==> config.mk <==
export PLATFORM = sky130hd
export DESIGN_NAME = alu_seq_8bit_flat
export DESIGN_NICKNAME = d
export VERILOG_FILES = /design/src/rtl/alu_seq_8bit_pkg.sv /design/src/rtl/alu_seq_8bit_if.sv /design/src/rtl/alu_8bit.sv /design/src/rtl/alu_seq_8bit.sv /design/src/flat_wrapper.sv
export SDC_FILE = /design/constraint.sdc
export NUM_CORES = 1
export LEC_CHECK = 0
export CORE_MARGIN = 5
export CORE_UTILIZATION = 57
export CTS_BUF_LIST = sky130_fd_sc_hd__clkbuf_16
export DETAILED_ROUTE_END_ITERATION = 8
export DONT_BUFFER_PORTS = 1
export HOLD_SLACK_MARGIN = 0.12
export PLACE_DENSITY = 0.79
export SYNTH_ARGS = -nofsm -noshare
export SYNTH_HDL_FRONTEND = slang
export SYNTH_SLANG_ARGS = --single-unit
==> constraint.sdc <==
create_clock -name clk -period 5 [get_ports clk]
set_input_delay 1 -clock clk [delete_from_list [all_inputs] [get_ports clk]]
set_output_delay 1 -clock clk [all_outputs]
set_load 0.005 [all_outputs]
==> src/rtl/alu_seq_8bit_pkg.sv <==
// Shared types for the sequenced ALU front-end: function codes, FSM states
// and the settle-counter width.
package alu_seq_pkg;

    typedef enum logic [1:0] {
        ALU_NOT = 2'b00,
        ALU_OR  = 2'b01,
        ALU_AND = 2'b10,
        ALU_ADD = 2'b11
    } alu_op_e;

    typedef enum logic [1:0] {
        IDLE  = 2'd0,
        DRIVE = 2'd1,
        RESP  = 2'd2
    } seq_state_e;

    localparam int CNT_W = 4;

    // Only ADD propagates carry; every other function sees cin=0 and reports cout=0.
    function automatic logic uses_carry(alu_op_e op);
        return op == ALU_ADD;
    endfunction

endpackage

==> src/rtl/alu_seq_8bit_if.sv <==
// Request/response bus of the sequenced ALU, plus the visible accumulator.
interface alu_seq_8bit_if;
    import alu_seq_pkg::*;

    logic       req_valid;
    logic       req_ready;
    alu_op_e    req_op;
    logic [7:0] req_a;
    logic [7:0] req_b;
    logic       req_cin;
    logic       req_use_acc;

    logic       rsp_valid;
    logic       rsp_ready;
    logic [7:0] rsp_out;
    logic       rsp_cout;
    logic       rsp_zero;

    logic [7:0] acc;

    modport master (
        output req_valid, req_op, req_a, req_b, req_cin, req_use_acc, rsp_ready,
        input  req_ready, rsp_valid, rsp_out, rsp_cout, rsp_zero, acc
    );

    modport slave (
        input  req_valid, req_op, req_a, req_b, req_cin, req_use_acc, rsp_ready,
        output req_ready, rsp_valid, rsp_out, rsp_cout, rsp_zero, acc
    );

endinterface

==> src/rtl/alu_8bit.sv <==
// Combinational 8-bit ALU: per-bit NOT/OR/AND slices and a ripple-carry adder.
// f is numbered [0:1], so f[0] is the function-code MSB.
module alu_8bit (
    input  logic       cin,
    input  logic [7:0] a,
    input  logic [7:0] b,
    input  logic [0:1] f,
    output logic [7:0] out,
    output logic       cout
);

    logic [8:0] w_carry;
    logic [7:0] w_prop;
    logic [7:0] w_sum;
    logic [7:0] w_and;
    logic [7:0] w_or;
    logic [7:0] w_not;

    assign w_carry[0] = cin;

    for (genvar i = 0; i < 8; i++) begin : g_bit
        assign w_and[i]       = a[i] & b[i];
        assign w_or[i]        = a[i] | b[i];
        assign w_not[i]       = ~a[i];
        assign w_prop[i]      = a[i] ^ b[i];
        assign w_sum[i]       = w_prop[i] ^ w_carry[i];
        assign w_carry[i+1]   = w_and[i] | (w_prop[i] & w_carry[i]);
    end

    always_comb begin
        out = w_not;
        case (f)
            2'b01:   out = w_or;
            2'b10:   out = w_and;
            2'b11:   out = w_sum;
            default: out = w_not;
        endcase
    end

    // The raw adder carry is always exposed; callers mask it for non-ADD functions.
    assign cout = w_carry[8];

endmodule

==> src/rtl/alu_seq_8bit.sv <==
// Sequenced front-end for alu_8bit: latches one request, holds the operands
// for SETTLE_CYCLES edges, then returns the registered result on a handshake.
module alu_seq_8bit #(
    parameter int SETTLE_CYCLES = 2
) (
    input  logic          clk,
    input  logic          rst,
    alu_seq_8bit_if.slave bus
);
    import alu_seq_pkg::*;

    localparam logic [1:0]       S_IDLE   = IDLE;
    localparam logic [1:0]       S_DRIVE  = DRIVE;
    localparam logic [1:0]       S_RESP   = RESP;
    localparam logic [CNT_W-1:0] CNT_LOAD = CNT_W'(SETTLE_CYCLES - 1);

    logic [1:0]       r_state;
    alu_op_e          r_op;
    logic [7:0]       r_a;
    logic [7:0]       r_b;
    logic             r_cin;
    logic [CNT_W-1:0] r_cnt;
    logic [7:0]       r_rspOut;
    logic             r_rspCout;
    logic [7:0]       r_acc;

    logic [0:1]       w_f;
    logic             w_aluCin;
    logic [7:0]       w_aluOut;
    logic             w_aluCout;

    // Whole-vector copy keeps the numeric code across the [0:1] port ordering.
    assign w_f      = r_op;
    assign w_aluCin = uses_carry(r_op) & r_cin;

    alu_8bit u_alu (w_aluCin, r_a, r_b, w_f, w_aluOut, w_aluCout);

    always_ff @(posedge clk or posedge rst) begin
        if (rst) begin
            r_state   <= S_IDLE;
            r_op      <= ALU_NOT;
            r_a       <= 8'h00;
            r_b       <= 8'h00;
            r_cin     <= 1'b0;
            r_cnt     <= '0;
            r_rspOut  <= 8'h00;
            r_rspCout <= 1'b0;
            r_acc     <= 8'h00;
        end else begin
            case (r_state)
                S_IDLE: begin
                    if (bus.req_valid) begin
                        r_op    <= bus.req_op;
                        r_a     <= bus.req_use_acc ? r_acc : bus.req_a;
                        r_b     <= bus.req_b;
                        r_cin   <= bus.req_cin;
                        r_cnt   <= CNT_LOAD;
                        r_state <= S_DRIVE;
                    end
                end
                S_DRIVE: begin
                    if (r_cnt == '0) begin
                        r_rspOut  <= w_aluOut;
                        r_rspCout <= uses_carry(r_op) & w_aluCout;
                        r_state   <= S_RESP;
                    end else begin
                        r_cnt <= r_cnt - CNT_W'(1);
                    end
                end
                S_RESP: begin
                    if (bus.rsp_ready) begin
                        r_acc   <= r_rspOut;
                        r_state <= S_IDLE;
                    end
                end
                default: r_state <= S_IDLE;
            endcase
        end
    end

    assign bus.req_ready = (r_state == S_IDLE);
    assign bus.rsp_valid = (r_state == S_RESP);
    assign bus.rsp_out   = r_rspOut;
    assign bus.rsp_cout  = r_rspCout;
    assign bus.rsp_zero  = (r_rspOut == 8'h00);
    assign bus.acc       = r_acc;

endmodule
==> src/flat_wrapper.sv <==
// flat-port wrapper written by rule: the top's interface ports become plain ports
module alu_seq_8bit_flat import alu_seq_pkg::*;
#(
    parameter int SETTLE_CYCLES = 2
)
  (clk, rst, bus_req_valid, bus_req_op, bus_req_a, bus_req_b, bus_req_cin, bus_req_use_acc, bus_rsp_ready, bus_req_ready, bus_rsp_valid, bus_rsp_out, bus_rsp_cout, bus_rsp_zero, bus_acc);
  alu_seq_8bit_if bus_i ();
  input  logic clk;
  input  logic rst;
  input wire logic [$bits(bus_i.req_valid)-1:0] bus_req_valid;
  input wire logic [$bits(bus_i.req_op)-1:0] bus_req_op;
  input wire logic [$bits(bus_i.req_a)-1:0] bus_req_a;
  input wire logic [$bits(bus_i.req_b)-1:0] bus_req_b;
  input wire logic [$bits(bus_i.req_cin)-1:0] bus_req_cin;
  input wire logic [$bits(bus_i.req_use_acc)-1:0] bus_req_use_acc;
  input wire logic [$bits(bus_i.rsp_ready)-1:0] bus_rsp_ready;
  output wire logic [$bits(bus_i.req_ready)-1:0] bus_req_ready;
  output wire logic [$bits(bus_i.rsp_valid)-1:0] bus_rsp_valid;
  output wire logic [$bits(bus_i.rsp_out)-1:0] bus_rsp_out;
  output wire logic [$bits(bus_i.rsp_cout)-1:0] bus_rsp_cout;
  output wire logic [$bits(bus_i.rsp_zero)-1:0] bus_rsp_zero;
  output wire logic [$bits(bus_i.acc)-1:0] bus_acc;
  assign bus_i.req_valid = bus_req_valid;
  assign bus_i.req_op = bus_req_op;
  assign bus_i.req_a = bus_req_a;
  assign bus_i.req_b = bus_req_b;
  assign bus_i.req_cin = bus_req_cin;
  assign bus_i.req_use_acc = bus_req_use_acc;
  assign bus_i.rsp_ready = bus_rsp_ready;
  assign bus_req_ready = bus_i.req_ready;
  assign bus_rsp_valid = bus_i.rsp_valid;
  assign bus_rsp_out = bus_i.rsp_out;
  assign bus_rsp_cout = bus_i.rsp_cout;
  assign bus_rsp_zero = bus_i.rsp_zero;
  assign bus_acc = bus_i.acc;
  alu_seq_8bit #(.SETTLE_CYCLES(SETTLE_CYCLES)) u_core (.clk(clk), .rst(rst), .bus(bus_i));
endmodule
==> results by group, run 1 <==
Routing
  – Detailed Routing Iterations Pass 1: 4
  – Initial DRC Count: ~110
  – Via density: around 5.8
  – Final WL: about 4700 microns
  – Vias: between 1500 and 2000
  – Post-route DRC violation count: 0
  – Routed len/inst: 18.1 microns
  – Final ANT Viol Nets: 0

CTS
  – CTS tree: done
  – Clock Latency Late Sink: around 0.28 ns
  – CTS clk-pin slew, worst paths: about 0.060 ns
  – Number of CTS-inserted buffers: 5
  – Post-CTS setup buffer count: 0
  – Cts repair resizes: 0
  – Root buf cell: clkbuf_16
  – Clock sink count: 42
  – Clk buf depth: 2
  – H-tree Lvls: 2
  – CTS Hold Bufs: 0

Floorplan
  – Die W: 75.4 microns
  – Starting density of the core: between 60% and 70%
  – Std-Cell Rows: 23
  – Core ar.: 4060 sq um
  – IO Pins: between 40 and 50
  – Die area: about 5700 sq um
  – Die Y: roughly 75 microns

Global route
  – Largest net degree at the start of global routing: 43
  – Initial antenna violation count: 0
  – Total GRT Usage: 19.0%
  – Vias in the first global route: 1565
  – Global route overflow: 0
  – Global-route wire length before repair: just under 8000 microns

STA
  – Period utilisation layout: between 90% and 100%
  – Final Hold Fails: 0
  – Finish-stage setup viols: 0
  – Crit path time final: 4.78 ns
  – Clock tree skew after final layout: slightly below 0.006 ns
  – Worst-Margin Slew: 0.749 ns
  – Slew Viols, Final: 0
  – Setup TNS: 0 ns
  – Slew headroom: ~50%
  – Max Clock Freq: approximately 210 MHz
  – RSZ-0062 raised after global routing: false

Placement
  – I/O Buffers: 0
  – Dpl cell area: between 2000 and 2500 sq um
  – Post-DP HPWL: approximately 3300 microns
  – GP Congestion: around 0.83

Layout
  – NumNets Final: roughly 260
  – Multi-input logic area: approximately 1200 sq um
  – Sequential Area: between 1000 and 1500 sq um
  – Final Cell Area: 2630 sq um
  – Ant diodes: 0
  – Layout cells sized above 1: between 10% and 20%
  – Fillers: about 310
  – Area grow syn2layout: 7.81%

Synthesis
  – Sequential area share after synthesis: a little over two fifths
  – Mapped Cells: 210
  – Unique cell type count in the Yosys netlist: 33
  – Synthesized area per cell: about 12 sq um
  – Syn nets: about 260
  – Synth Warn #: 0
  – Post-synth EDFFs: 0
  – Main synth FF type: dfrtp_1
  – #FFs+latches synth: 42
  – Post-synth ARST share: 100%
  – Synthesized area: 2430 sq um

Critical path
  – Data arrival time of the critical path: just under 5 ns
  – Largest fanout on the critical path: 2
  – CP startpoint kind: flop
  – Type of the worst setup path: reg2reg
  – CP required: between 5 and 6 ns
  – Crit end category: flop
  – Worst-case reg-to-reg path depth: 11

Pwr
  – PwrDens: 687 nW/um^2
  – Max VDD drop: 0.000308 V
  – Lkg Pwr: around 1.2 nW
  – Tot Pwr: 1.80 mW

Flow run
  – Max-cap violations: 0

Min path
  – Hold-critical path depth: 1
  – HP Class: reg2reg

Outcome
  – Status: completed
-- cell families (layout without fill, tap and decap cells) --
group / Yosys count / after routing / synth area share (%)
adder cells (fa/ha/maj): 25 / 25 / 15.3
AND/OR/NAND/NOR: 35 / 35 / 6.99
buffers and inverters: 40 / 40 / 7.40
flip-flops: 42 / 42 / 43.2
multiplexers: 30 / 30 / 17.5
AO/OA/AOI/OAI: 38 / 38 / 9.61
-- worst max-delay path, cell delays in order (launching register included) --
cell and delay (ns):
dfrtp_1 0.36, nand3_1 0.11, fa_1 0.46, fa_1 0.46, fa_1 0.46, fa_1 0.47
fa_2 0.42, fa_2 0.41, fa_1 0.45, fa_1 0.44, mux4_2 0.47, o31ai_1 0.20
-- cell usage in the layout (no fill, tap or decap) --
master and instances:
ha_1 17, fa_2 2, fa_1 6, clkbuf_16 5, inv_1 30, a21oi_1 8, mux2i_1 10, nor2b_1 2
o31ai_1 8, buf_4 4, mux2_4 1, o21ai_0 17, nor3_1 1, mux4_1 2, o211ai_1 1, nor3b_2 1
or3b_1 1, o2bb2ai_1 1, nor2_1 10, a211o_1 1, nand2b_1 2, nand3b_1 1, mux2_2 11, or2b_1 1
nand3_1 3, or4_1 2, mux4_2 6, nand2_1 11, bufinv_16 1, dfrtp_1 42, o41ai_2 1, a21o_1 1
-- metal layers --
layer	wire length (microns)	track usage, %	share of wire [%]	up-vias
met4	71	6.99	1.5	0
li1	-	-	-	705
met2	2240	29.4	47	50
met3	356	5.94	7.5	5
met1	2050	25.4	43	750
met5	0	0	0	-
-- metrics by stage --
stage | hold WS (ns) | setup slack (ns) | util [%] | std cells
CTS | 0.489 | 0.0890 | 64.6 | 260
floorplan | 0.430 | 0.0202 | - | 210
global route | 0.519 | 0.0517 | 64.7 | 260
global placement | 0.450 | 0.170 | 60.6 | 252
finish | 0.484 | 0.218 | 64.7 | 260
detailed placement | 0.460 | 0.0966 | 60.6 | 252
-- layout make-up --
type                    instances  area share (%)
clock buffers                   5            4.77
multi-input cells             128            46.2
inverters                      28            4.00
well taps                      50            2.38
flip-flops and latches         42            40.0
clock inverters                 3            1.43
repair buffers                  4            1.14
-- power by group --
group	internal (mW)	total, mW	switching [mW]
logic	0.386	0.800	0.414
registers	0.498	0.647	0.149
clock network	0.232	0.357	0.125
total	1.12	1.80	0.689
-- synthesized netlist by cell type (2+ instances only) --
library cell | n | area share [%]
a21oi_1 | 8 | 1.6
buf_2 | 7 | 1.4
clkbuf_1 | 2 | 0.31
dfrtp_1 | 42 | 43
fa_1 | 8 | 6.6
ha_1 | 17 | 8.7
inv_1 | 28 | 4.3
mux2_2 | 11 | 5.1
mux2i_1 | 10 | 4.1
mux4_1 | 2 | 2.2
mux4_2 | 6 | 5.5
nand2_1 | 11 | 1.7
nand2b_1 | 2 | 0.51
nand3_1 | 3 | 0.62
nor2_1 | 10 | 1.5
nor2b_1 | 2 | 0.51
o21ai_0 | 17 | 3.5
o31ai_1 | 8 | 2.5
or4_1 | 2 | 0.62
-- flip-flops by register name (all words and copies together), names as in the netlist --
register and flops:
u_core.r_a 8, u_core.r_state 2, u_core.bus.rsp_cout 1, u_core.r_op 2, u_core.bus.acc 8, u_core.r_cnt 4
u_core.r_b 8, u_core.bus.rsp_out 8, u_core.r_cin 1
-- worst paths after layout --
check	from	endpoint	slack [ns]
min in group asynchronous	rst	u_core.bus.acc[4]$_DFFE_PP0P_	0.73
worst max register to register	u_core.r_op[1]$_DFFE_PP0P_	u_core.bus.rsp_out[7]$_DFFE_PP0P_	0.22
worst min register to register	u_core.r_cnt[3]$_DFFE_PP0P_	u_core.r_cnt[3]$_DFFE_PP0P_	0.48
worst max-delay path	u_core.r_op[1]$_DFFE_PP0P_	u_core.bus.rsp_out[7]$_DFFE_PP0P_	0.22
max in group asynchronous	rst	u_core.r_b[2]$_DFFE_PP0P_	3.90
worst min-delay path	u_core.r_cnt[3]$_DFFE_PP0P_	u_core.r_cnt[3]$_DFFE_PP0P_	0.48
Note: power is estimated with default switching activity, not from simulation.
==> run 2: changes to the inputs <==
--- a/config.mk
+++ b/config.mk
@@ -5,6 +5,7 @@
 export SDC_FILE = /design/constraint.sdc
 export NUM_CORES = 1
 export LEC_CHECK = 0
+export CORE_ASPECT_RATIO = 1.5
 export CORE_MARGIN = 5
 export CORE_UTILIZATION = 57
 export CTS_BUF_LIST = sky130_fd_sc_hd__clkbuf_16
==> results by group, run 2 (synthesized netlist as in run 1, its figures left out) <==
Outcome
  – Status: completed

Layout
  – Commonest non-fill, non-tap cell in the layout: dfrtp_1
  – Ant diodes: 0
  – NumNets Final: between 200 and 300
  – Layout Cells excl Fill: ~260
  – Fillers: 330
  – Area grow syn2layout: 6.94%
  – Most frequent cells in the layout: dfrtp_1 (42), inv_1 (28), o21ai_0 (17), ha_1 (17)
  – Util after Layout: ~62%
  – Layout cells sized above 1: ~16%
  – Final Cell Area: approximately 2600 sq um

Critical path
  – Slowest-stage cell, CP: mux4_2
  – Type of the worst setup path: reg2reg
  – Data arrival time of the critical path: around 5 ns
  – Crit end category: flop
  – CP startpoint kind: flop
  – Max incr delay on CP: between 0.4 and 0.5 ns
  – Largest fanout on the critical path: 2
  – Crit path cell chain: nand3_1, fa_2, fa_1, fa_2, fa_1, fa_1, fa_1, fa_1, fa_1, mux4_2, o31ai_2
  – Most common cell on crit path: fa_1
  – CP required: ~5.2 ns
  – Slack of the worst reg-to-reg path: between 0.15 and 0.2 ns

Pwr
  – Lkg Pwr: around 1.2 nW
  – PwrDens: 672 nW/um^2
  – Tot Pwr: approximately 1.8 mW
  – Max VDD drop: around 0.0005 V

Floorplan
  – Starting density of the core: 58.4%
  – Die W: 63.4 microns
  – IO Pins: 44
  – Die area: around 5700 sq um
  – Die Y: 90.0 microns
  – Core ar.: around 4200 sq um
  – Std-Cell Rows: 29

STA
  – Worst Slack Setup Final: between 0.15 and 0.2 ns
  – Worst-Margin Slew: between 0.7 and 0.8 ns
  – Max Clock Freq: 208 MHz
  – Slew Viols, Final: 0
  – RSZ-0062 raised after global routing: false
  – Hold_ws: around 0.48 ns
  – Final Hold Fails: 0
  – Period utilisation layout: a little over nine tenths
  – Finish-stage setup viols: 0
  – Setup TNS: 0 ns
  – Clock tree skew after final layout: between 0.006 and 0.007 ns
  – Slew headroom: approximately half
  – Crit path time final: 4.81 ns

Routing
  – Final WL: around 4700 microns
  – Vias: 1503
  – Initial DRC Count: 70
  – Via density: between 5 and 6
  – Post-route DRC violation count: 0
  – Final ANT Viol Nets: 0
  – Routed len/inst: 18.2 microns
  – Detailed Routing Iterations Pass 1: 4

CTS
  – Clk buf depth: 2
  – CTS Hold Bufs: 0
  – Root buf cell: clkbuf_16
  – Clock sink count: 42
  – Number of CTS-inserted buffers: 5
  – CTS clk-pin slew, worst paths: 0.06 ns
  – Clock Latency Late Sink: ~0.28 ns
  – CTS tree: done
  – H-tree Lvls: 2

Placement
  – GP Congestion: ~0.75
  – Post-DP HPWL: 3420 microns
  – Placed cell count: 248
  – Pre-CTS WS: around 0.047 ns
  – Dpl cell area: ~2500 sq um
  – I/O Buffers: 0

Min path
  – HP Class: reg2reg

Global route
  – Total GRT Usage: between 15 and 20%
  – Global-route wire length before repair: 7790 microns
  – Global route overflow: 0
  – Vias in the first global route: ~1600
  – Initial antenna violation count: 0
  – Largest net degree at the start of global routing: 43

Flow run
  – Max-cap violations: 0
-- run 2: changes by cell type in the layout (fill, tap and decap cells not counted), sizes merged --
cell / change
clkinvlp: +1
clkinv: +2
bufinv: -1
inv: -2
-- run 2: per-layer routing --
layer	part of all wire, %	track usage (%)	vias to the layer above	routed length [microns]
li1	-	-	708	-
met1	39	20.5	739	1810
met2	52	28.5	45	2420
met3	6.3	5.36	11	295
met4	2.9	7.80	0	135
met5	0	0	-	0
-- run 2: final cells by class --
cell class | instances | area (sq um) | share of cell area (%)
clock buffer | 5 | 125 | 4.81
clock inverter | 3 | 16.3 | 0.625
inverter | 28 | 105 | 4.04
multi-input combinational | 128 | 1220 | 46.8
sequential | 42 | 1050 | 40.4
tap | 46 | 57.6 | 2.21
timing repair buffer | 4 | 30.0 | 1.15
-- run 2: final timing paths --
check,startpoint,to,cells past startpoint
setup / recovery,u_core.r_op[0]$_DFFE_PP0P_,u_core.bus.rsp_out[7]$_DFFE_PP0P_,11
hold / removal,u_core.r_cnt[3]$_DFFE_PP0P_,u_core.r_cnt[3]$_DFFE_PP0P_,1
setup reg to reg,u_core.r_op[0]$_DFFE_PP0P_,u_core.bus.rsp_out[7]$_DFFE_PP0P_,11
hold reg to reg,u_core.r_cnt[3]$_DFFE_PP0P_,u_core.r_cnt[3]$_DFFE_PP0P_,1
max in group asynchronous,rst,u_core.r_b[4]$_DFFE_PP0P_,2
min in group asynchronous,rst,u_core.bus.acc[2]$_DFFE_PP0P_,2
-- run 2: worst max-delay path, delay by kind of cell, from the launching register on --
kind	cells	cell delay (ns)
multiplexers	1	0.49
AND/OR/NAND/NOR	1	0.12
AO/OA/AOI/OAI	1	0.20
adder cells (fa/ha/maj)	8	3.56
flip-flops	1	0.34
-- run 2: report_power, final --
| part | internal (mW) | switching, mW |
|---|---|---|
| logic | 0.380 | 0.415 |
| registers | 0.498 | 0.149 |
| clock network | 0.182 | 0.127 |
| total | 1.06 | 0.691 |
-- run 2: what timing repair did --
action                                  4_1_cts  5_1_grt
buffers inserted                              0        0
resized for setup                             0        3
endpoints found under the setup margin        0        1
==> run 3: changes to the inputs <==
--- a/config.mk
+++ b/config.mk
@@ -7,12 +7,11 @@
 export LEC_CHECK = 0
 export CORE_ASPECT_RATIO = 1.5
 export CORE_MARGIN = 5
-export CORE_UTILIZATION = 57
+export CORE_UTILIZATION = 47
 export CTS_BUF_LIST = sky130_fd_sc_hd__clkbuf_16
 export DETAILED_ROUTE_END_ITERATION = 8
-export DONT_BUFFER_PORTS = 1
 export HOLD_SLACK_MARGIN = 0.12
-export PLACE_DENSITY = 0.79
+export PLACE_DENSITY = 0.8
 export SYNTH_ARGS = -nofsm -noshare
 export SYNTH_HDL_FRONTEND = slang
 export SYNTH_SLANG_ARGS = --single-unit
==> results by group, run 3 (synthesized netlist as in run 1, its figures left out) <==
Routing
  – Via density: 5.12
  – Initial DRC Count: 93
  – Vias: around 1600
  – Post-route DRC violation count: 0
  – Final WL: 5070 microns
  – Final ANT Viol Nets: 0
  – Detailed Routing Iterations Pass 1: 4
  – Routed len/inst: 15.8 microns

Critical path
  – Worst r2r src: u_core.r_op[0]$_DFFE_PP0P_
  – Largest fanout on the critical path: 2
  – Worst-case reg-to-reg path depth: 11
  – Data arrival time of the critical path: 4.94 ns
  – CP required: 5.19 ns
  – Slack of the worst reg-to-reg path: 0.25 ns
  – Type of the worst setup path: reg2reg
  – CP startpoint kind: flop
  – Crit end category: flop
  – R2r endpoint: u_core.bus.rsp_out[7]$_DFFE_PP0P_

CTS
  – Root buf cell: clkbuf_16
  – CTS clk-pin slew, worst paths: about 0.060 ns
  – Clk buf depth: 2
  – CTS Hold Bufs: 0
  – Number of CTS-inserted buffers: 5
  – CTS tree: done
  – H-tree Lvls: 2
  – Clock sink count: 42
  – Post-CTS setup buffer count: 0
  – Clock Latency Late Sink: approximately 0.28 ns

Layout
  – Layout cells sized above 1: around 13%
  – Most frequent cells in the layout: clkdlybuf4s50_1 (43), dfrtp_1 (42), inv_1 (28)
  – Fillers: ~440
  – Multi-input logic area: approximately 1200 sq um
  – Ant diodes: 0
  – Area grow syn2layout: 25.6%
  – Commonest non-fill, non-tap cell in the layout: clkdlybuf4s50_1
  – Sequential Area: 1050 sq um
  – NumNets Final: 301
  – Util after Layout: ~60%

STA
  – Worst Slack Setup Final: ~0.25 ns
  – RSZ-0062 raised after global routing: false
  – Max Clock Freq: approximately 210 MHz
  – Period utilisation layout: between 90% and 100%
  – Slew headroom: between 40% and 50%
  – Worst-Margin Slew: 0.759 ns
  – Final Hold Fails: 0
  – Finish-stage setup viols: 0
  – Slew Viols, Final: 0
  – Hold_ws: between 0.4 and 0.5 ns
  – Setup TNS: 0 ns
  – Clock tree skew after final layout: around 0.0044 ns
  – Crit path time final: approximately 4.8 ns

Min path
  – Hold-critical path depth: 1
  – Hold path start: u_core.r_cnt[3]$_DFFE_PP0P_
  – HP Class: reg2reg
  – Hold worst-path end: u_core.r_cnt[3]$_DFFE_PP0P_

Placement
  – Post-DP HPWL: about 3800 microns
  – I/O Buffers: 43
  – GP Congestion: between 0.7 and 0.8
  – Pre-CTS WS: roughly 0.0054 ns

Floorplan
  – Core ar.: 5080 sq um
  – Die W: ~70 microns
  – IO Pins: between 40 and 50
  – Std-Cell Rows: 32
  – Starting density of the core: between 40 and 50%
  – Die area: 6750 sq um
  – Die Y: ~98 microns

Global route
  – Initial antenna violation count: 0
  – Global-route wire length before repair: roughly 8600 microns
  – Vias in the first global route: between 1500 and 2000
  – Largest net degree at the start of global routing: 43
  – Global route overflow: 0
  – Total GRT Usage: 16.9%

Pwr
  – Max VDD drop: 0.000244 V
  – Lkg Pwr: about 1.4 nW
  – PwrDens: between 600 and 700 nW/um^2

Flow run
  – Max-cap violations: 0

Outcome
  – Status: completed
run 3: changes by cell type in the layout (fill, tap and decap cells not counted), sizes merged:
cell / change
clkdlybuf4s50: +43
run 3: through the flow:
step | cell area (sq um) | total power [mW] | instances
floorplan | 2430 | 1.28 | 210
global placement | 2910 | 1.52 | 313
detailed placement | 2910 | 1.60 | 313
CTS | 3050 | 1.92 | 321
global route | 3060 | 2.09 | 321
finish | 3060 | 1.90 | 321
run 3: repair_timing:
item,in CTS,in global routing
endpoints found under the setup margin,1,1
gates resized for setup,1,2
pin swaps,0,0
run 3: worst max-delay path by stage:
| stage | end | startpoint | depth (start not counted) | slack [ns] |
|---|---|---|---|---|
| 2_1_floorplan | u_core.bus.rsp_out[7]$_DFFE_PP0P_ | u_core.r_op[0]$_DFFE_PP0P_ | 12 | 0.02 |
| 3_3_place_gp | u_core.bus.rsp_out[7]$_DFFE_PP0P_ | u_core.r_op[0]$_DFFE_PP0P_ | 11 | 0.14 |
| 3_5_place_dp | u_core.bus.rsp_out[7]$_DFFE_PP0P_ | u_core.r_op[0]$_DFFE_PP0P_ | 11 | 0.005 |
| 4_1_cts | u_core.bus.rsp_out[7]$_DFFE_PP0P_ | u_core.r_op[0]$_DFFE_PP0P_ | 11 | 0.06 |
| 5_1_grt | u_core.bus.rsp_out[7]$_DFFE_PP0P_ | u_core.r_op[0]$_DFFE_PP0P_ | 11 | 0.006 |
| 6_report | u_core.bus.rsp_out[7]$_DFFE_PP0P_ | u_core.r_op[0]$_DFFE_PP0P_ | 11 | 0.25 |
run 3: where the power goes:
group	leakage (nW)	internal, mW	total [mW]	switching [mW]
sequential	0.522	0.498	0.633	0.135
combinational	0.792	0.504	0.964	0.459
clock	0.0672	0.182	0.308	0.126
run 3: critical path: stages, from the launching register on:
cell and delay [ns]:
dfrtp_1 0.35, nand3_1 0.12, fa_2 0.43, fa_2 0.41, fa_2 0.41, fa_1 0.46
fa_1 0.46, fa_1 0.47, fa_1 0.44, fa_1 0.45, mux4_2 0.48, o31ai_1 0.19
run 3: metal layers:
metal	vias to the layer above	share of wire [%]	GRT usage (%)
li1	790	-	-
met2	38	55	29.7
met3	10	3.5	2.88
met1	805	40	19.6
met4	0	2.2	6.61
met5	-	0	0
run 3: layout make-up:
cell class | instances | area share (%)
Clock buffer | 5 | 4.09
Clock inverter | 3 | 0.532
Inverter | 28 | 3.44
Multi-Input combinational cell | 128 | 39.8
Sequential cell | 42 | 34.4
Tap cell | 68 | 2.78
Timing Repair Buffer | 47 | 15.1
